## src/rtl/blink_gen.sv

```systemverilog
// LED blink-code generator: solid-on, or a square wave whose half-period is
// selected between a slow and a fast value.
module blink_gen #(
    parameter logic [31:0] HALF_SLOW = 32'd49_999_999,
    parameter logic [31:0] HALF_FAST = 32'd9_999_999
) (
    input  logic i_clk,
    input  logic i_rst,
    input  logic i_clr,
    input  logic i_solid,
    input  logic i_en,
    input  logic i_period_sel,
    output logic o_led
);

    logic [31:0] r_cnt;
    logic        r_led;
    logic [31:0] w_half;

    assign w_half = i_period_sel ? HALF_FAST : HALF_SLOW;

    // Toggling when the counter reaches w_half gives a half-period of w_half+1 cycles.
    always_ff @(posedge i_clk) begin
        if (i_rst) begin
            r_cnt <= 32'd0;
            r_led <= 1'b0;
        end else if (i_clr) begin
            r_cnt <= 32'd0;
            r_led <= i_solid;
        end else if (i_solid) begin
            r_cnt <= 32'd0;
            r_led <= 1'b1;
        end else if (i_en) begin
            if (r_cnt == w_half) begin
                r_cnt <= 32'd0;
                r_led <= ~r_led;
            end else begin
                r_cnt <= r_cnt + 32'd1;
            end
        end else begin
            r_cnt <= 32'd0;
            r_led <= 1'b0;
        end
    end

    assign o_led = r_led;

endmodule

```

## config.mk

```make
export PLATFORM = sky130hd
export DESIGN_NAME = blink_gen
export DESIGN_NICKNAME = d
export VERILOG_FILES = /design/src/rtl/blink_gen.sv
export SDC_FILE = /design/constraint.sdc
export NUM_CORES = 1
export LEC_CHECK = 0
export CORE_ASPECT_RATIO = 0.9
export CORE_MARGIN = 5
export CORE_UTILIZATION = 45
export CTS_BUF_LIST = sky130_fd_sc_hd__clkbuf_8
export DETAILED_ROUTE_END_ITERATION = 12
export RECOVER_POWER = 100
export SETUP_SLACK_MARGIN = 0.4
export SKIP_LAST_GASP = 1
export SLEW_MARGIN = 20
export SYNTH_ARGS = -nofsm -noshare
export SYNTH_HDL_FRONTEND = slang
export SYNTH_SLANG_ARGS = --single-unit
```

## constraint.sdc

```tcl
create_clock -name i_clk -period 3 [get_ports i_clk]
set_input_delay 0.6 -clock i_clk [delete_from_list [all_inputs] [get_ports i_clk]]
set_output_delay 0.6 -clock i_clk [all_outputs]
set_load 0.005 [all_outputs]
```

# --- Word level (Yosys, flattened, before mapping) ---
# Cells that the tools add are included.
totals:
  register_bits: 33
  inputBits: 6
  out_inout_bits: 1
  word_cells: 13
op_classes:
  add_sub_neg: 1
  n_eq_ne: 2
  mux: 5
  bitwise_logic: 2
  reduce_logical: 1
ops:
  columns: ["operator", "count"]
  rows:
  - ["$add A32 B1 Y32 const B", 1]
  - ["$eq A32 B26 Y1", 1]
  - ["$mux W26", 1]
  - ["$reduce_or A5 Y1", 1]
  - ["$mux W1", 4]
  - ["$ne A4 B3 Y1 const B", 1]
  - ["$not A1 Y1", 2]

# --- Logic depth before layout (Yosys ltp) ---
# Gate-level depths: netlist of the first run.
logic_depth:
  word_depth: 6
  ltp_mapped: 8
  ltp_nobuf: 5

# --- Worst setup path before layout of the first run ---
# Ideal clock, no wire load.
synth_path:
  path_kind: "reg-to-reg"
  startpoint: "reg r_cnt[22]"
  endpoint: "reg r_cnt[27]"
  setup_time_ns: 0.115
  arrival_ns: 2.130
  required_ns: 2.885
  setup_slack_ns: 0.756
  stages_incl_launch_ff: 8
  path_buffers: 2
  synth_period_minus_slack_ns: 2.244
  cell_sequence: "dfxtp_1 or4_1 or4_4 a2111oi_4 or4_1 buf_4 buf_6 nor2_1"
synth_via:
  elab_chain_cells: 2
  elab_cells_between_ends: 3
  classes_between: "add/sub (1); eq/ne (1); reduce/logical (1)"
synth_lines:
  columns: ["element", "line_no", "text"]
  rows:
  - ["start: declaration", "16", "logic [31:0] r_cnt;"]
  - ["start signal: assignment", "38", "r_cnt <= r_cnt + 32'd1;"]
  - ["branches (longest 2 deep; another with $add A32 B1 Y32)", null, null]
# Parallel ways; which one is timed is not known.
# A chain may end at the register's enable or synchronous reset.

# --- Worst setup path in the final report of the first run ---
layout_path:
  startpoint: "in i_period_sel"
  endpoint: "reg r_cnt[8]"
layout_via:
  elab_chain_cells: 3
layout_lines:
  columns: ["element", "line_no", "text"]
  rows:
  - ["start: declaration", "12", "input logic i_period_sel,"]
  - ["$mux W26", "20", "assign w_half = i_period_sel ? HALF_FAST : HALF_SLOW;"]
  - ["$eq A32 B26 Y1", "34", "if (r_cnt == w_half) begin"]
  - ["$reduce_or A5 Y1 (no line)", null, null]
# No other way between the ends.

==> results of run 1 <==
final timing paths:
| path | slack [ns] | start | to | cells past startpoint |
|---|---|---|---|---|
| min | 0.50 | r_cnt[0] | r_cnt[0] | 1 |
| max reg2reg | 0.63 | r_cnt[22] | r_cnt[8] | 6 |
| max | 0.41 | i_period_sel | r_cnt[8] | 7 |
| min reg2reg | 0.50 | r_cnt[0] | r_cnt[0] | 1 |
metrics by stage:
| step | setup slack, ns | cell area (um^2) |
|---|---|---|
| 2_1_floorplan | 0.756 | 1610 |
| 3_3_place_gp | 0.273 | 1710 |
| 3_5_place_dp | 0.234 | 1710 |
| 4_1_cts | 0.532 | 1810 |
| 5_1_grt | 0.287 | 1810 |
| 6_report | 0.415 | 1810 |
worst max-delay path, stage by stage:
cell,delay (ns)
dlygate4sd3_1,0.59
nor2_1,0.10
or4b_2,0.63
a2111oi_4,0.37
or4_1,0.21
buf_12,0.19
nor2_1,0.07
final cells by class:
cell class                 count  share of cell area [%]
inverter                       7                    1.45
clock inverter                 1                   0.277
timing repair buffer           8                    4.85
multi-input combinational    142                    48.5
tap                           44                    3.05
sequential                    33                    36.6
clock buffer                   7                    5.33
kinds of logic (layout without fill, tap and decap cells):
kind of cell / count (synthesis) / count (layout)
buf+inv: 13 / 23
simple gates: 108 / 108
fa+ha+maj: 1 / 1
flops: 33 / 33
compound gates: 2 / 2
xor+xnor: 31 / 31
power breakdown:
| group | leakage, uW | switching [uW] | total, uW | internal, uW |
|---|---|---|---|---|
| Clock | 0.0000542 | 160 | 368 | 207 |
| Combinational | 0.000199 | 7.58 | 18.0 | 10.5 |
| Sequential | 0.000266 | 1.09 | 440 | 439 |
per-layer routing:
layer  routed length, um  up-vias  global-route usage, %
li1                    -      663                      -
met5                   0        -                      0
met2                1380       19                   23.5
met4                  68        0                   8.29
met1                1690      621                   22.0
met3                 136        8                   4.07
state kept, by name, indices dropped and copies added (netlist names):
register,count
o_led,1
r_cnt,32
cells in the mapped netlist (2+ instances only):
cell type	count	area, um^2
nor2_1	38	143
dfxtp_1	33	661
xnor2_1	22	193
nand4_1	12	75.1
nor3_1	12	60.1
nand2_1	11	41.3
nand3_1	9	45.0
xor2_1	9	78.8
inv_1	7	26.3
nor4_1	6	37.5
or4_1	4	30.0
and3_1	3	18.8
and4_1	3	26.3
buf_6	3	33.8
and2_1	2	12.5
clkbuf_1	2	7.51
nand2b_1	2	12.5
nor4b_1	2	17.5
placed cells by master (no fill, tap or decap), drive strengths merged, types with 6 or more instances in the layout:
cell type / n
nor2: 38
dfxtp: 33
xnor2: 22
nand4: 12
nor3: 12
nand2: 11
nand3: 9
xor2: 9
inv: 7
clkbuf: 7
nor4: 6
==> run metrics, run 1 <==
Mapped Area 1610 um^2; Worst-path clk slew 0.07 ns; Layout Utilization 52.7%; register area 661 um^2; cts hold-fix bufs 0; CP endpoint kind flip-flop; Fin Setup TNS 0 ns; Pwr Density 457 nW/um^2; Core ar. 3430 um^2; RSZ-0062 raised after global routing false; Initial Util 47.0%; Synth Warn # 0; routability cong. 0.822; largest net degree at the start of global routing 33; # DRC 0; Worst slew margin 67.8%; NumNets Final 204; Synth Area in Compound Gates 2.33%; I/O pins 7; CTS buffer count 5; Power Total 826 uW; Via density 5.42; Detail Placement HPWL 2430 um; detailed-router iteration count before antenna repair 4; fillers 320; Synth Area in Simple Gates 34.4%; antenna-violating nets left 0; total of max-cap violations 0; drt wl/cell 13.5 um; clock sink count 33; # rows 20; post-synthesis mux area share 0%; Die Width 73.1 um; Non-Filler Instances 242; max-slew violation count 0; CTS tree built; XOR/XNOR Fraction of Synth Area 16.8%; Die Area 4880 um^2; vias in the first global route 1260; share of layout cells above drive strength 1 6.57%; Synth Area in Adders 0.776%; worst-skew pair later-pin latency 0.29 ns; clock buffer depth 2; Post-synth EDFFs 0; initial antenna violation count 0; first-pass GRT wire length 6030 um; dpl cells 234; post-CTS setup buffer count 0; status finished clean; GR Util All Layers 16.2%; H-tree lvl count 2; critical path required time 3.18 ns; synthesized flop and latch total 33; Hold Path Class flip-flop to flip-flop; CTS resizes 0; Root Driver clkbuf_8; ys async rst share 0%; Tmin final 2.59 ns; number of DRC violations after detailed-routing iteration 0 78; post-synthesis average cell area 8.57 um^2; P_leak 0.000520 uW; antenna cells 0; largest family of logic cells by synthesized area simple AND/OR/NAND/NOR gates; Fmax 387 MHz; critical path type input pin to flip-flop; Overflow after GRT 0; Worst EP arrival 2.76 ns; startpoint types input pin; die height 66.8 um; area of the multi-input gates 876 um^2; sequential share of the synthesized area 41.0%; Fin Hold WS 0.497 ns; DR vias 1311; Final setup viols 0; worst-margin pin slew 0.479 ns; Synthesized Nets 195; Synth Flop Type dfxtp_1; Distinct cells, synth 26; WL final 3270 um; Mapped Cells 188; Port Buffers 6; Area Growth Syn to Fin 12.1%; Peak VDD IR 240 uV; final hold violation count 0; Max FO, Critical Path 32; clk_skew 0.00235 ns; crit share post-route 86.2%
(Power assumes the default switching activity.)
==> run 2: changes to the inputs <==
- CORE_ASPECT_RATIO: 0.9 -> 0.8
- SKIP_LAST_GASP: 1 -> not set
==> run 2 against run 1 <==
Flip-flop and latch count unchanged. Via count fell by 1.2%. Maximum frequency is essentially flat. Setup slack better by 0.00071 ns. Clock skew is 0.0026 ns higher. Highest routed layer unchanged. Clock power shrank 1%. Critical path depth is the same. Cell area down 0.55%. Sequential share of layout area increased by 0.20 points. Largest cell class unchanged.
==> run metrics, run 2 (synthesis gave the netlist of run 1 again) <==
Area Growth Syn to Fin 11.5%; CTS buffer count 5; RSZ-0062 raised after global routing false; P_leak 0.000515 uW; initial antenna violation count 0; I/O pins 7; Worst-path clk slew 0.06 ns; clock sink count 33; Root Driver clkbuf_8; CP endpoint kind flip-flop; # DRC 0; routability cong. 0.797; drt wl/cell 13.6 um; DR vias 1295; Worst slew margin 65.5%; CTS resizes 0; # rows 19; clk_skew 0.00497 ns; detailed-router iteration count before antenna repair 4; post-CTS setup buffer count 0; Hold Path Class flip-flop to flip-flop; first-pass GRT wire length 5780 um; Fin Setup TNS 0 ns; total of max-cap violations 0; crit share post-route 86.1%; Max FO, Critical Path 32; Initial Util 46.8%; Worst EP arrival 2.76 ns; GR Util All Layers 15.1%; Die Width 76.9 um; CTS tree built; Core ar. 3450 um^2; number of DRC violations after detailed-routing iteration 0 98; critical path required time 3.17 ns; worst-margin pin slew 0.513 ns; Fmax 387 MHz; Detail Placement HPWL 2310 um; vias in the first global route 1231; Die Area 4890 um^2; largest net degree at the start of global routing 33; clock buffer depth 2; Tmin final 2.58 ns; antenna cells 0; most frequent cells in the layout nor2_1 (38), dfxtp_1 (33), xnor2_1 (22), nand4_1 (12), nor3_1 (12); Non-Filler Instances 239; largest register by flop count r_cnt; final hold violation count 0; Port Buffers 6; Via density 5.42; cts hold-fix bufs 0; dpl cells 231; startpoint types input pin; antenna-violating nets left 0; NumNets Final 203; H-tree lvl count 2; commonest non-fill, non-tap cell in the layout nor2_1; share of layout cells above drive strength 1 6.09%; critical path type input pin to flip-flop; Largest register FFs 32; Final setup viols 0; Overflow after GRT 0; die height 63.5 um; max-slew violation count 0; Pwr Density 457 nW/um^2; worst-skew pair later-pin latency 0.28 ns; status finished clean; WL final 3260 um; Peak VDD IR 256 uV
[run 2: cell count changes in the layout (fill, tap and decap cells not counted), sizes merged]
cell | before | now
buf | 2 | 1
[run 2: final timing paths]
path / start / to / slack [ns] / cells after the start
setup / recovery: i_period_sel / r_cnt[21] / 0.42 / 7
hold / removal: r_cnt[0] / r_cnt[0] / 0.48 / 1
setup reg to reg: r_cnt[22] / r_cnt[21] / 0.60 / 6
hold reg to reg: r_cnt[0] / r_cnt[0] / 0.48 / 1
[run 2: through the flow]
stage / worst slack (ns) / hold WS, ns / instance area [um^2] / power, uW / util (%)
final: 0.416 / 0.481 / 1800 / 822 / 52.1
after global routing: 0.310 / 0.524 / 1800 / 861 / 52.1
after CTS: 0.558 / 0.486 / 1800 / 841 / 52.1
after detailed placement: 0.251 / 0.471 / 1700 / 469 / 49.2
after global placement: 0.292 / 0.459 / 1700 / 469 / 49.2
after floorplan: 0.756 / 0.437 / 1610 / 459 / -
[run 2: metal layers]
layer	up-vias	routed length, um	share of wire (%)	track usage (%)
met3	5	169	5.2	5.98
met4	0	64	2.0	7.21
met2	24	1350	41	20.7
met5	-	0	0	0
met1	605	1680	51	20.4
li1	661	-	-	-
[run 2: worst max-delay path: stages]
cell and delay, ns:
dlygate4sd3_1 0.59, nor2_1 0.10, or4b_2 0.63, a2111oi_4 0.37, or4_1 0.21, buf_12 0.19
nor2_1 0.07
[run 2: cell type report]
type                       instances  area, um^2
sequential                        33         661
fill                             326        1650
clock inverter                     1        5.00
clock buffer                       7        96.3
tap                               42        52.6
inverter                           7        26.3
timing repair buffer               7        80.1
multi-input combinational        142         876
[run 2: power breakdown]
| group | total [uW] | switching, uW | internal [uW] |
|---|---|---|---|
| Clock | 363 | 156 | 207 |
| Sequential | 440 | 0.920 | 439 |
| Combinational | 18.3 | 7.83 | 10.5 |
==> run 3: changes to the inputs <==
- CORE_UTILIZATION: 45 -> 40
==> run 3 against run 2 <==
Sequential power hardly changed. Critical path depth stayed put. Maximum frequency is 0.14% higher. Power is 7.7% higher. Global-route usage is 1.0 points lower. Cell area is 1.7% higher. Critical path type unchanged.
==> run metrics, run 3 (synthesis gave the netlist of run 1 again) <==
status finished clean; most frequent cells in the layout nor2_1 (38), dfxtp_1 (33), xnor2_1 (22), nand4_1 (12), nor3_1 (12); startpoint types input pin; Overflow after GRT 0; Detail Placement HPWL 2370 um; CP endpoint kind flip-flop; Final setup viols 0; Peak VDD IR 277 uV; Fin Setup TNS 0 ns; critical path required time 3.17 ns; die height 66.8 um; GR Util All Layers 14.0%; NumNets Final 203; total of max-cap violations 0; Root Driver clkbuf_8; area of the multi-input gates 876 um^2; CTS resizes 0; largest register by flop count r_cnt; I/O pins 7; vias in the first global route 1260; Fmax 387 MHz; Layout Utilization 47.4%; H-tree lvl count 2; antenna-violating nets left 0; post-route cell area 1830 um^2; placed cell areas 1710 um^2; clock sink count 33; drt wl/cell 13.2 um; Tmin final 2.58 ns; Die Area 5410 um^2; Core ar. 3850 um^2; CTS tree built; initial antenna violation count 0; RSZ-0062 raised after global routing false; share of layout cells above drive strength 1 5.58%; DR vias 1319; Max FO, Critical Path 32; Pwr Density 484 nW/um^2; Die Width 81.0 um; cts hold-fix bufs 0; final hold violation count 0; Hold Path Class flip-flop to flip-flop; Worst EP arrival 2.76 ns; detailed-router iteration count before antenna repair 4; worst-skew pair later-pin latency 0.28 ns; Via density 5.23; critical path type input pin to flip-flop; crit share post-route 86.0%; largest net degree at the start of global routing 33; worst-margin pin slew 0.475 ns; routability cong. 0.831; Port Buffers 6; CTS buffer count 5; first-pass GRT wire length 5810 um; P_leak 0.000524 uW; Worst-path clk slew 0.07 ns; Initial Util 41.8%; post-CTS setup buffer count 0; # DRC 0; register area 661 um^2; # rows 20; fillers 405; Area Growth Syn to Fin 13.4%; WL final 3330 um; max-slew violation count 0; Largest register FFs 32; clock buffer depth 2; number of DRC violations after detailed-routing iteration 0 119; Power Total 885 uW; antenna cells 0; Worst slew margin 68.1%; clk_skew 0.00203 ns; commonest non-fill, non-tap cell in the layout nor2_1
## run 3: power by group
part | switching (uW) | internal, uW | leakage (uW) | total [uW]
Combinational | 7.66 | 10.5 | 0.000195 | 18.1
Clock | 159 | 267 | 0.0000626 | 427
Sequential | 0.985 | 439 | 0.000266 | 440
## run 3: final cells by class
cell class / count / share of cell area (%)
Tap cell: 55 / 3.76
Clock inverter: 2 / 1.85
Timing Repair Buffer: 7 / 4.38
Multi-Input combinational cell: 142 / 47.9
Clock buffer: 6 / 4.52
Sequential cell: 33 / 36.1
Inverter: 7 / 1.44
## run 3: worst max-delay path: stages
cell and delay [ns]:
dlygate4sd3_1 0.59, nor2_1 0.09, or4b_2 0.63, a2111oi_4 0.36, or4_1 0.21, buf_12 0.19, nor2_1 0.07
## run 3: path summary, 6_finish.rpt
| kind | from | end | slack (ns) | cells past startpoint |
|---|---|---|---|---|
| setup / recovery | i_period_sel | r_cnt[16] | 0.42 | 7 |
| hold / removal | r_cnt[0] | r_cnt[0] | 0.47 | 1 |
| setup reg to reg | r_cnt[22] | r_cnt[16] | 0.61 | 6 |
| hold reg to reg | r_cnt[0] | r_cnt[0] | 0.47 | 1 |
## run 3: routing by layer
layer | track usage [%] | vias up | routed length (um)
met2 | 21.0 | 42 | 1430
met1 | 18.2 | 607 | 1640
met4 | 6.96 | 0 | 70
met5 | 0 | - | 0
li1 | - | 661 | -
met3 | 4.32 | 9 | 190
## run 3: metrics by stage
stage	std cells	worst slack [ns]	hold slack [ns]
after floorplan	188	0.756	0.437
final	252	0.419	0.474
after global routing	252	0.356	0.518
after detailed placement	244	0.229	0.467
after global placement	244	0.298	0.465
after CTS	252	0.532	0.483
